`src/rtl/packet_byte_unloader.sv`:
```
// Unloads a PACKET_WIDTH-byte packet one byte at a time over a valid/ready
// handshake, with a one-deep pending slot for a packet arriving mid-unload.
`timescale 1ns/1ps
module packet_byte_unloader #(
  parameter int PACKET_WIDTH = 4
) (
  input  logic                         clk,
  input  logic                         reset,
  input  logic [PACKET_WIDTH-1:0][7:0] sys_packet,
  input  logic                         packet_valid,
  output logic [7:0]                   word,
  output logic                         word_valid,
  input  logic                         word_ready,
  output logic                         busy,
  output logic                         overflow
);

  localparam int IW = $clog2(PACKET_WIDTH) + 1;
  localparam int SW = $clog2(PACKET_WIDTH);
  localparam logic [IW-1:0] LAST_IDX = IW'(PACKET_WIDTH - 1);

  typedef enum logic {IDLE, EMIT} state_t;

  state_t                       r_state;
  logic [PACKET_WIDTH-1:0][7:0] r_shadow;
  logic [PACKET_WIDTH-1:0][7:0] r_pending;
  logic                         r_pending_valid;
  logic [IW-1:0]                r_index;
  logic                         r_overflow;

  logic          w_last;
  logic          w_xfer;
  logic [SW-1:0] w_sel;

  // An out-of-range index is treated as the last byte, both for the
  // output mux and for the end-of-packet decision.
  assign w_last = (r_index >= LAST_IDX);
  assign w_sel  = w_last ? SW'(PACKET_WIDTH - 1) : r_index[SW-1:0];
  assign w_xfer = (r_state == EMIT) && word_ready;

  assign word       = r_shadow[w_sel];
  assign word_valid = (r_state == EMIT);
  assign busy       = (r_state == EMIT) || r_pending_valid;
  assign overflow   = r_overflow;

  always_ff @(posedge clk or negedge reset) begin
    if (!reset) begin
      r_state         <= IDLE;
      r_shadow        <= '0;
      r_pending       <= '0;
      r_pending_valid <= 1'b0;
      r_index         <= '0;
      r_overflow      <= 1'b0;
    end else begin
      r_overflow <= 1'b0;
      case (r_state)
        IDLE: begin
          if (packet_valid) begin
            r_shadow <= sys_packet;
            r_index  <= '0;
            r_state  <= EMIT;
          end
        end
        EMIT: begin
          if (w_xfer && w_last) begin
            r_index <= '0;
            if (r_pending_valid) begin
              r_shadow <= r_pending;
              if (packet_valid) r_pending <= sys_packet;
              else              r_pending_valid <= 1'b0;
            end else if (packet_valid) begin
              r_shadow <= sys_packet;
            end else begin
              r_state <= IDLE;
            end
          end else begin
            if (w_xfer) r_index <= r_index + IW'(1);
            if (packet_valid) begin
              if (!r_pending_valid) begin
                r_pending       <= sys_packet;
                r_pending_valid <= 1'b1;
              end else begin
                r_overflow <= 1'b1;
              end
            end
          end
        end
        default: r_state <= IDLE;
      endcase
    end
  end

endmodule

```
`config.mk`:
```
export PLATFORM = sky130hd
export DESIGN_NAME = packet_byte_unloader
export DESIGN_NICKNAME = d
export VERILOG_FILES = /design/src/rtl/packet_byte_unloader.sv
export SDC_FILE = /design/constraint.sdc
export NUM_CORES = 1
export LEC_CHECK = 0
export ABC_AREA = 1
export CAP_MARGIN = 30
export CORE_MARGIN = 5
export CORE_UTILIZATION = 41
export DETAILED_ROUTE_END_ITERATION = 6
export MAX_ROUTING_LAYER = met4
export PLACE_DENSITY_LB_ADDON = 0.05
export SLEW_MARGIN = 10
export SYNTH_ARGS = -nofsm -noshare
export SYNTH_HDL_FRONTEND = slang
export SYNTH_SLANG_ARGS = --single-unit
```
`constraint.sdc`:
```
create_clock -name clk -period 2.7 [get_ports clk]
set_input_delay 0.27 -clock clk [delete_from_list [all_inputs] [get_ports clk]]
set_output_delay 0.27 -clock clk [all_outputs]
set_load 0.02 [all_outputs]
```
==> out/results.txt <==
Cell Pwr Density - 1200 mW/mm²
Setup CP Type - flop to primary output
FF/Latch Area - 0.00175 mm²
Clk_lat worst skew - 0.34 ns
Slew @ Worst Pin - 0.721 ns
Crit. End Element - primary output
Clock Sinks - 70
Fin crit period - 2.46 ns
I/O Pins - 47
Fill cells - 855
CTS Buf Count - 9
Synth Register Bits - 70
Int Pwr - 2.84 mW
Clock H-tree levels - 3
CP Cell Sequence - ha_1 -> ha_1 -> nor2_1 -> nand2_1 -> buf_4 -> nor2_1 -> o21ai_0 -> o21ai_0 -> dlygate4sd2_1
Synth top cells by count - nand2_1 (159), dfrtp_1 (70), nor2_1 (69), a21oi_1 (39), o21ai_0 (38)
Path type of the worst min-delay path - flop to flop
DRC errors left - 0
Relative slew slack - 51.8%
Share of layout cells above drive strength 1 - 7.95%
Largest family of logic cells by synthesized area - simple AND/OR/NAND/NOR gates
Worst EP required - 2.43 ns
Hold path endpoint - r_pending[25]$_DFFE_PN0P_
Total nets after synthesis - 506
Worst Reg-to-Reg Cells - 10
Place WS - 0.317 ns
Final #Nets - 549
Tcrit/Tclk final - 91.3%
Vias in the first global route - 3092
Total track usage - 19.9%
Clock Pin Slew Worst Setup and Hold Paths - 0.08 ns
# setup viols final - 0
Die Ht - 103 µm
Synth area leader - dfrtp_1
Number of port buffers - 46
EDFF count, synth - 0
Worst IR Drop VDD - 0.000338 V
Top FF cell, synth - dfrtp_1
Yosys warning count - 0
Simple-gate share of the synthesized area - 30.9%
Synthesized instance count - 468
Drt wl/cell - 15.3 µm
Post-synth cell types - 20
Flop pwr share - 36.1%
Root Driver - clkbuf_8
Post-DP HPWL - 6190 µm
Setup TNS - 0 ns
Detailed Routing Iterations Pass 1 - 4
Full die area - 0.0105 mm²
Iter 0 DRT Violations - 166
Count leader, synth - nand2_1
Multiplexer share of the synthesized area - 0.285%
WL final - 9530 µm
Clk buf depth - 2
Largest net degree at the start of global routing - 71
Multi-input gate area - 0.00158 mm²
Critical Path Fanout Max - 16
Die span in x - 103 µm
Sw Pwr - 2.28 mW
Fin util - 51.5%
Post-layout power - 5.12 mW
Hold_sp - r_pending[25]$_DFFE_PN0P_
Synthesized area - 0.00351 mm²
Setup crit start - r_index[0]$_DFFE_PN0P_
Syn avg cell area - 7.50 µm²
Flop2flop setup slack - 0.50 ns
Synth Area in XOR/XNOR - 0%
Worst R2R End - r_pending[29]$_DFFE_PN0P_
Adder-cell share of the synthesized area - 0.713%
Initial antenna violation count - 0
RSZ-0062 raised after global routing - no
Yosys top cell area share - 49.9%
Run status - finished clean
# rows - 33
Compound-Gate Fraction of Synth Area - 13.2%
P_leak - 2.09 nW
Fmax - 406 MHz
Layout Skew - 0.00693 ns
P&R area growth vs syn - 21.8%
CTS tree - built
Synth area leaders - dfrtp_1 (50%), nand2_1 (17%), nor2_1 (7.4%), a21oi_1 (5.6%), o21ai_0 (5.4%)
Gp weighted congestion - 0.826
Gate power share - 47.7%
Post-route worst setup slack - 0.235 ns
ANT cells - 0
Via count - 3180
Core area - 0.00830 mm²
Max-cap viol count - 0
Post-synth ARST share - 100%
Arrival time at the worst endpoint - 2.19 ns
Delay of the slowest cell on the worst path - 0.43 ns
Wire length of the first global-routing pass - 15700 µm
Seq/Total Area, Yosys - 49.9%
WHS Path Cells - 2
DRT antenna net count - 0
Max-slew violations - 0
Clock share of power - 16.2%
Hold slack - 0.473 ns
Net Sw Frac - 44.6%
CP Launch Type - flop
Vias per cell - 5.12
Hold Vio Cnt, Final - 0
Grt ovf - 0
RR Startpoint - r_index[0]$_DFFE_PN0P_
Critical path's slowest cell - dfrtp_1
Starting Density - 42.3%
metal layers:
metal / share of wire (%) / GRT usage, % / vias up
met5: 0 / - / -
met4: 0.92 / 5.15 / 0
met3: 3.4 / 2.64 / 8
met2: 45 / 29.5 / 64
met1: 50 / 28.8 / 1512
li1: - / - / 1596
power groups by stage:
stage	registers, mW	logic (mW)	clock network (mW)
floorplan	1.79	1.72	0
global placement	1.86	2.52	0
detailed placement	1.86	2.56	0
CTS	1.85	2.47	0.847
global route	1.91	2.77	0.891
finish	1.85	2.44	0.827
layout by cell type (no fill, tap or decap), drive strengths merged:
master         netlist  final
nand2              164    164
dfrtp               70     70
nor2                70     70
a21oi               40     40
o21ai               38     38
clkdlybuf4s50        0     37
nand3               36     36
buf                 20     16
clkbuf              10     12
inv                  9      9
dlygate4sd2          0      8
a32oi                7      7
clkinvlp             0      4
ha                   2      2
or2                  1      1
mux2i                1      1
dlygate4sd3          0      1
cells by family after synthesis:
logic type,Yosys count
AND/OR/NAND/NOR,271
buffers and inverters,39
flip-flops,70
adder cells (fa/ha/maj),2
multiplexers,1
AO/OA/AOI/OAI,85
worst max-delay path by stage:
stage	endpoint	slack (ns)	depth (start not counted)
after CTS	word[6]	0.21	9
after global placement	word[6]	0.34	9
after floorplan	word[0]	0.73	6
final	word[6]	0.24	9
after global routing	word[6]	0.03	9
after detailed placement	word[6]	0.32	9
worst max-delay path: cells and delay by family (launching register included):
| kind | cells | cell delay (ns) |
|---|---|---|
| AO/OA/AOI/OAI | 2 | 0.17 |
| adder cells (fa/ha/maj) | 2 | 0.40 |
| buffers and inverters | 2 | 0.55 |
| AND/OR/NAND/NOR | 3 | 0.31 |
| flip-flops | 1 | 0.43 |
registers in the layout, indices dropped and copies added, names as in the netlist:
| register | flops |
|---|---|
| r_index | 3 |
| word_valid | 1 |
| overflow | 1 |
| r_pending | 32 |
| r_shadow | 32 |
| r_pending_valid | 1 |
area by class of cell:
class	instances	share of cell area [%]
Clock buffer	12	3.86
Clock inverter	4	0.702
Inverter	9	0.790
Multi-Input combinational cell	359	37.0
Sequential cell	70	41.0
Tap cell	105	3.07
Timing Repair Buffer	62	13.6
timing repair:
action / CTS / global route
resized for setup: 8 / 0
buffers inserted: 0 / 0
setup endpoints to repair: 8 / 0
endpoints found under the hold margin: 70 / 0
hold buffers: 1 / 0
through the flow:
step | area [µm²] | instances
after detailed placement | 4080 | 604
after global placement | 4080 | 604
final | 4280 | 621
after global routing | 4280 | 621
after CTS | 4280 | 621
after floorplan | 3510 | 468
No activity file was read; power rests on OpenSTA's default activity.
